$ cat src/rtl/lab3_mem_refill_arbiter.sv
// Two-to-one refill arbiter: icache/dcache cache2mem streams onto one 16B memory port,
// responses steered back by an in-order FIFO of source ids; zero added latency.
module lab3_mem_refill_arbiter #(
  parameter int p_num_inflight = 4,
  parameter int p_req_nbits    = 175,
  parameter int p_resp_nbits   = 145
) (
  input  logic                    clk,
  input  logic                    reset,

  input  logic [p_req_nbits-1:0]  cache0_reqstream_msg,
  input  logic                    cache0_reqstream_val,
  output logic                    cache0_reqstream_rdy,
  output logic [p_resp_nbits-1:0] cache0_respstream_msg,
  output logic                    cache0_respstream_val,
  input  logic                    cache0_respstream_rdy,

  input  logic [p_req_nbits-1:0]  cache1_reqstream_msg,
  input  logic                    cache1_reqstream_val,
  output logic                    cache1_reqstream_rdy,
  output logic [p_resp_nbits-1:0] cache1_respstream_msg,
  output logic                    cache1_respstream_val,
  input  logic                    cache1_respstream_rdy,

  output logic [p_req_nbits-1:0]  mem_reqstream_msg,
  output logic                    mem_reqstream_val,
  input  logic                    mem_reqstream_rdy,
  input  logic [p_resp_nbits-1:0] mem_respstream_msg,
  input  logic                    mem_respstream_val,
  output logic                    mem_respstream_rdy
);

  localparam int PW = (p_num_inflight > 1) ? $clog2(p_num_inflight) : 1;
  localparam int CW = $clog2(p_num_inflight + 1);
  localparam logic [CW-1:0] FULL_CNT = CW'(p_num_inflight);
  localparam logic [PW-1:0] LAST_PTR = PW'(p_num_inflight - 1);

  logic          prio_reg;
  logic [CW-1:0] count_reg;
  logic [PW-1:0] wptr_reg;
  logic [PW-1:0] rptr_reg;
  logic          id_mem [p_num_inflight];

  logic full;
  logic empty;
  logic grant0;
  logic grant1;
  logic both_val;
  logic head;
  logic req_fire;
  logic resp_fire;

  // Explicit wrap keeps non-power-of-2 depths from walking off the array.
  function automatic logic [PW-1:0] ptr_inc(input logic [PW-1:0] p);
    return (p == LAST_PTR) ? '0 : p + PW'(1);
  endfunction

  always_comb begin
    full     = (count_reg == FULL_CNT);
    empty    = (count_reg == '0);
    both_val = cache0_reqstream_val & cache1_reqstream_val;
    grant1   = cache1_reqstream_val & (~cache0_reqstream_val | prio_reg);
    grant0   = cache0_reqstream_val & ~grant1;
    head     = id_mem[rptr_reg];
  end

  // Outputs are also gated by reset so nothing can fire while state is being cleared.
  always_comb begin
    mem_reqstream_val     = ~reset & (cache0_reqstream_val | cache1_reqstream_val) & ~full;
    mem_reqstream_msg     = grant1 ? cache1_reqstream_msg : cache0_reqstream_msg;
    cache0_reqstream_rdy  = ~reset & grant0 & mem_reqstream_rdy & ~full;
    cache1_reqstream_rdy  = ~reset & grant1 & mem_reqstream_rdy & ~full;

    cache0_respstream_val = ~reset & mem_respstream_val & ~empty & ~head;
    cache1_respstream_val = ~reset & mem_respstream_val & ~empty & head;
    cache0_respstream_msg = mem_respstream_msg;
    cache1_respstream_msg = mem_respstream_msg;
    mem_respstream_rdy    = ~reset & ~empty &
                            (head ? cache1_respstream_rdy : cache0_respstream_rdy);

    req_fire  = mem_reqstream_val & mem_reqstream_rdy;
    resp_fire = mem_respstream_val & mem_respstream_rdy;
  end

  always_ff @(posedge clk) begin
    if (reset) begin
      prio_reg  <= 1'b0;
      count_reg <= '0;
      wptr_reg  <= '0;
      rptr_reg  <= '0;
    end else begin
      if (req_fire) begin
        wptr_reg <= ptr_inc(wptr_reg);
        if (both_val) prio_reg <= ~grant1;
      end
      if (resp_fire) rptr_reg <= ptr_inc(rptr_reg);
      case ({req_fire, resp_fire})
        2'b10:   count_reg <= count_reg + CW'(1);
        2'b01:   count_reg <= count_reg - CW'(1);
        default: count_reg <= count_reg;
      endcase
    end
  end

  // Id storage needs no reset: entries are only read while count_reg is nonzero.
  always_ff @(posedge clk) begin
    if (!reset && req_fire) id_mem[wptr_reg] <= grant1;
  end

endmodule

$ cat config.mk
export PLATFORM = sky130hd
export DESIGN_NAME = lab3_mem_refill_arbiter
export DESIGN_NICKNAME = d
export VERILOG_FILES = /design/src/rtl/lab3_mem_refill_arbiter.sv
export SDC_FILE = /design/constraint.sdc
export NUM_CORES = 1
export LEC_CHECK = 0
export ABC_AREA = 1
export CORE_AREA = 5 5 371 373
export CTS_BUF_LIST = sky130_fd_sc_hd__clkbuf_4 sky130_fd_sc_hd__clkbuf_8
export CTS_CLUSTER_DIAMETER = 80
export DETAILED_ROUTE_END_ITERATION = 7
export DIE_AREA = 0 0 376 378
export SLEW_MARGIN = 30
export SYNTH_ARGS = -nofsm -noshare
export SYNTH_HDL_FRONTEND = slang
export SYNTH_SLANG_ARGS = --single-unit
export TNS_END_PERCENT = 20
$ cat constraint.sdc
create_clock -name clk -period 2.05 [get_ports clk]
set_input_delay 0.205 -clock clk [delete_from_list [all_inputs] [get_ports clk]]
set_output_delay 0.205 -clock clk [all_outputs]
set_load 0.03 [all_outputs]
==> results of run 1 <==
cells by family (layout without fill, tap and decap cells):
family | count (synthesis) | after routing | share of synthesized area, %
compound gates | 17 | 17 | 1.88
other cells | 0 | 2 | 0
buf+inv | 356 | 614 | 48.0
flops | 14 | 14 | 6.25
simple gates | 566 | 566 | 42.0
fa+ha+maj | 7 | 7 | 1.86
final cells by class:
cell class,instances,area [µm²]
antenna,2,5.00
clock buffer,3,41.3
fill,15700,122000
inverter,28,113
multi-input combinational,590,2740
sequential,14,323
tap,1781,2230
timing repair buffer,583,6710
worst max-delay path, delay by kind of cell, from the launching register on:
family / cells / cell delay, ps
DFF: 1 / 330
buffers and inverters: 6 / 970
and+or+nand+nor: 2 / 140
AOI/OAI and AO/OA: 1 / 60
metal layers:
metal,track usage (%),vias to the layer above
met2,18.6,755
met4,0.494,18
li1,-,3100
met5,0.480,-
met3,10.2,52
met1,10.8,2927
power by group through the flow:
stage	Clock [mW]	Sequential, mW	Combinational [mW]
floorplan	0	0.311	2.12
global placement	0	0.312	3.30
detailed placement	0	0.313	3.31
CTS	0.248	0.307	3.57
global route	0.255	0.309	3.76
finish	0.234	0.308	3.54
timing repair:
item,4_1_cts,5_1_grt
gates cloned,6,6
gates resized for setup,193,73
setup endpoints to repair,170,124
pin swaps,10,19
buffers inserted,5,2
placed cells by master, fill, tap and decap left out, types with 2 or more instances in the layout:
cell / Yosys / routed
nand2_4: 0 / 18
nand3_2: 1 / 6
nor2_1: 11 / 10
nand2_2: 0 / 69
clkbuf_2: 0 / 2
buf_6: 0 / 51
diode_2: 0 / 2
buf_16: 0 / 11
buf_12: 0 / 64
clkdlybuf4s50_1: 0 / 355
ha_1: 6 / 6
dlygate4sd2_1: 0 / 4
dfxtp_1: 10 / 8
nand2_1: 540 / 450
a21oi_1: 10 / 9
inv_2: 2 / 3
buf_4: 290 / 64
inv_1: 26 / 24
clkbuf_16: 0 / 6
nand2_8: 0 / 3
nand3_1: 11 / 6
clkbuf_8: 0 / 3
edfxtp_1: 4 / 4
o21ai_1: 0 / 2
buf_8: 0 / 13
o21ai_0: 6 / 4
clkdlybuf4s15_1: 0 / 13
dfxtp_2: 0 / 2
final timing paths:
| path | start | to | slack [ps] | cells past startpoint |
|---|---|---|---|---|
| max | prio_reg$_SDFFE_PP0P_ | mem_reqstream_msg[144] | 30 | 9 |
| min reg2reg | count_reg[0]$_SDFFE_PP0P_ | count_reg[0]$_SDFFE_PP0P_ | 430 | 1 |
| min | mem_respstream_msg[109] | cache1_respstream_msg[109] | 410 | 0 |
| max reg2reg | register | count_reg[2]$_SDFFE_PP0P_ | 60 | 14 |
==> impl_metrics.toml, run 1 <==
[timing]
setup_ws_ps = 34.0
fin_skew_ps = 12.2
fin_crit_sh_pct = 98.3
hold_viol = 0
rsz0062_at_grt = "true"
maxSlewViolCount = 0
setup_viol = 0
slew_headroom_pct = 74.1
layout_min_cycle_time_ps = 2020
setup-tns-final_ps = 0
holdWs_ps = 410
max_clock_freq_mhz = 496
tightest_slew_ps = 385

[floorplanning]
placementRows = 135
die_area_mm2 = 0.142
core_area_mm2 = 0.134
ioPinCount = 974
initial_core_util_pct = 3.82
die_h_um = 378
die-width_um = 376

[global_routing]
track_usage_pct = 11.2
grt_max_degree = 41
grt_pass1_wl_mm = 98.2
antenna_found_initial = 20
grt_overflow = 0
grt_pass1_vias = 7008

[synthesis]
synthesis.nets = 1470
post-synth-top-count-cell = "nand2_1"
synth_cells = 960
yosysTopAreaCell = "buf_4"
yosys.cell_types.count = 19
synth_edf_count = 4
syn-cell-area_mm2 = 0.00512
syn_avg_cell_area_um2 = 5.34
synth_flop_cell = "dfxtp_1"
synth.area.top_cells = "buf_4 (42%), nand2_1 (40%), dfxtp_1 (3.9%), buf_2 (2.9%), edfxtp_1 (2.3%)"
synth_seq_cells = 14
synth-seq-area-share_pct = 6.25
async_flop_share_pct = 0
yosysTopAreaCellShare_pct = 42.5
yosys_warnings = 0
synthTopCellsByCount = "nand2_1 (540), buf_4 (290), buf_2 (30)"

[clock_tree]
cts_buffers = 3
clkTransAtPathRegs_ps = 70
h-tree-depth = 1
cts_tree = "yes"
clockRootBuffer = "clkbuf_8"
cts_hold_buf = 0
clockBufferDepth = 2
clock_latency_ps = 250
cts.sinks = 14

[min_path]
hold_path_class = "input pin to output pin"

[power]
p_int_mw = 2.04
leakagePower_nw = 4.99
p_sw_share_pct = 50.1
clock_power_share_pct = 5.7
ir_drop_mv = 0.203
power.switching_mw = 2.04
power.density_mw_per_mm2 = 336
power_frac_seq_pct = 7.5
finalPower_mw = 4.08
power_frac_comb_pct = 86.7

[drt]
dr_wl_met2_mm = 40.6
drt_wl_total_mm = 86.7
met3_length_mm = 17.1
highest_layer = "met5"
m1WireLength_mm = 28.3
vias = 6852
dr.pass1.iters = 4
viasPerCell = 2.28
routedWlPerCell_um = 28.9
drc_errors = 0
final_antenna_net_count = 0
drt_iter0_markers = 284

[place]
dp_hpwl_mm = 78.6
globalplace.congestion = 0.832
port_buffers = 538
place_inst = 2977
postPlaceCellArea_mm2 = 0.0110
pre_cts_ws_ps = -521

[critical_path]
critPathKind = "register to output pin"
start_kind = "register"
crit_chain = "inv_2 > a21oi_4 > buf_12 > inv_8 > buf_12 > clkbuf_16 > nand2_1 > nand2_1 > buf_4"
end_kind = "output pin"
cp_slowest_stage_delay_ps = 330
critical_path.max_fanout = 28
worst_ep_arrival_time_ps = 1810
cpMaxStageDelayCell = "dfxtp_2"
worstPathRequired_ps = 1850

[cells_and_area]
stdcell_area_mm2 = 0.0122
area_delta_synth_final_pct = 137
fin_cells = 3001
final_core_utilization_pct = 9.05
drive_above_1_share_pct = 26.3
nNetsFinal = 1730

[run_status]
outcome = "finished, final reports clean"

[run]
maxCapViolCount = 0
(Power assumes the default switching activity.)
==> inputs of run 2 (changes only) <==
==> constraint.sdc (replaced) <==
create_clock -name clk -period 1.66 [get_ports clk]
set_input_delay 0.166 -clock clk [delete_from_list [all_inputs] [get_ports clk]]
set_output_delay 0.166 -clock clk [all_outputs]
set_load 0.03 [all_outputs]
==> impl_metrics.toml, run 2 (same netlist as run 1, synthesis figures left out) <==
[run_status]
outcome = "complete, but fails checks"
violations = "negative setup slack"

[clock_tree]
cts_hold_buf = 0
clock_latency_ps = 250
clockRootBuffer = "clkbuf_8"
cts.sinks = 14
h-tree-depth = 1
clkTransAtPathRegs_ps = 60
cts_buffers = 3
clockBufferDepth = 2
cts_tree = "yes"

[global_routing]
grt_pass1_vias = 7105
track_usage_pct = 12.4
grt_overflow = 0
grt_pass1_wl_mm = 108
grt_max_degree = 38
antenna_found_initial = 38

[min_path]
min_delay_path_depth = 3
min-delay-start = "reset"
min_to = "prio_reg$_SDFFE_PP0P_"
hold_path_class = "input pin to register"

[critical_path]
cpMaxStageDelayCell = "dfxtp_2"
end_kind = "output pin"
worst_ep_arrival_time_ps = 1790
critPathKind = "register to output pin"
start_kind = "register"
cp_slowest_stage_delay_ps = 350
crit_chain = "inv_4 > a21oi_4 > buf_4 > buf_12 > buf_12 > buf_16 > nand2_1 > nand2_2 > buf_12"
r2r-start = "id_mem[3]$_DFFE_PP_"
crit_top_cell = "buf_12"
critical_path.max_fanout = 19
rrSetupSlack_ps = -240
r2r_cells = 12
worstPathRequired_ps = 1490
r2r-end = "count_reg[2]$_SDFFE_PP0P_"

[power]
power_frac_comb_pct = 87.6
clock_power_share_pct = 5.3
p_sw_share_pct = 48.1
p_int_mw = 2.81
power_frac_seq_pct = 7.0
power.switching_mw = 2.61
ir_drop_mv = 0.198
power.density_mw_per_mm2 = 409
leakagePower_nw = 5.40

[floorplanning]
die-width_um = 376
die_area_mm2 = 0.142
placementRows = 135
core_area_mm2 = 0.134
ioPinCount = 974
die_h_um = 378
initial_core_util_pct = 3.82

[place]
globalplace.congestion = 0.839
pre_cts_ws_ps = -1020
postPlaceCellArea_mm2 = 0.0113
dp_hpwl_mm = 83.1
port_buffers = 538

[timing]
slew_headroom_pct = 79.6
fin_skew_ps = 2.90
setup_viol = 179
rsz0062_at_grt = "true"
tightest_slew_ps = 306
hold_viol = 0
setup_ws_ps = -297
layout_min_cycle_time_ps = 1960
max_clock_freq_mhz = 511
fin_crit_sh_pct = 118
maxSlewViolCount = 0

[drt]
vias = 7149
final_antenna_net_count = 0
routedWlPerCell_um = 31.1
dr.pass1.iters = 4
drc_errors = 0
viasPerCell = 2.36
drt_wl_total_mm = 94.2
drt_iter0_markers = 281

[cells_and_area]
n_fill_cell = 15600
multiInputGateArea_mm2 = 0.00311
mostFrequentLayoutCells = "nand2_1 (354), clkdlybuf4s50_1 (354), nand2_2 (149)"
nNetsFinal = 1747
area_delta_synth_final_pct = 159
register_area_um2 = 327
stdcell_area_mm2 = 0.0133
drive_above_1_share_pct = 37.5

[run]
maxCapViolCount = 0
[run 2: changes by cell type in the layout (fill, tap and decap cells not counted), sizes merged]
cell,delta
clkbuf,-6
clkinv,+1
diode,+12
buf,+34
clkdlybuf4s50,-1
dlymetal6s2s,+1
clkdlybuf4s15,-11
bufbuf,+2
dlygate4sd2,-2
[run 2: how the worst max path moves through the flow]
stage / startpoint / to / slack (ps) / depth (start not counted)
finish: prio_reg$_SDFFE_PP0P_ / mem_reqstream_msg[115] / -300 / 9
global route: register / count_reg[2]$_SDFFE_PP0P_ / -380 / 14
CTS: prio_reg$_SDFFE_PP0P_ / mem_reqstream_msg[128] / -360 / 10
detailed placement: cache0_reqstream_val / mem_reqstream_msg[56] / -1020 / 8
global placement: cache0_reqstream_val / mem_reqstream_msg[56] / -990 / 8
floorplan: register / count_reg[2]$_SDFFE_PP0P_ / -130 / 13
[run 2: critical path: cells and delay by family (launching register included)]
kind                   cells  cell delay, ps
and+or+nand+nor            2             200
DFF                        1             350
AOI/OAI and AO/OA          1             150
buffers and inverters      6             790
[run 2: area by class of cell]
class	count	share of cell area, %
diodes	14	0.264
clock buffers	3	0.312
clock inverters	1	0.0283
inverters	28	0.935
multi-input cells	590	23.4
flip-flops and latches	14	2.46
well taps	1781	16.8
repair buffers	600	55.7
[run 2: what timing repair did]
action | in CTS | in global routing
buffers inserted | 7 | 7
resized for setup | 351 | 203
pin swaps | 23 | 34
cloned | 17 | 1
endpoints found under the setup margin | 187 | 183
[run 2: power groups by stage]
| stage | Clock (mW) | Sequential, mW | Combinational [mW] |
|---|---|---|---|
| 2_1_floorplan | 0 | 0.386 | 2.63 |
| 3_3_place_gp | 0 | 0.387 | 4.18 |
| 3_5_place_dp | 0 | 0.388 | 4.18 |
| 4_1_cts | 0.299 | 0.382 | 4.72 |
| 5_1_grt | 0.312 | 0.384 | 5.04 |
| 6_report | 0.288 | 0.382 | 4.75 |
[run 2: through the flow]
step                      instances  hold slack (ps)  power (mW)  TNS (ps)  utilization [%]
after floorplan                 960              235        3.02      -132                -
after global placement         2981              332        4.56   -122240             8.44
after detailed placement       2981              332        4.57   -127590             8.44
after CTS                      3009              332        5.40    -49940             9.39
after global routing           3021              264        5.73    -51260             9.85
final                          3031              260        5.42    -37390             9.87
[run 2: routing by layer]
metal | up-vias | routed length [µm] | track usage (%)
li1 | 3151 | - | -
met1 | 3040 | 29300 | 11.5
met2 | 834 | 41900 | 19.5
met3 | 90 | 21000 | 12.7
met4 | 34 | 1630 | 1.46
met5 | - | 393 | 1.89
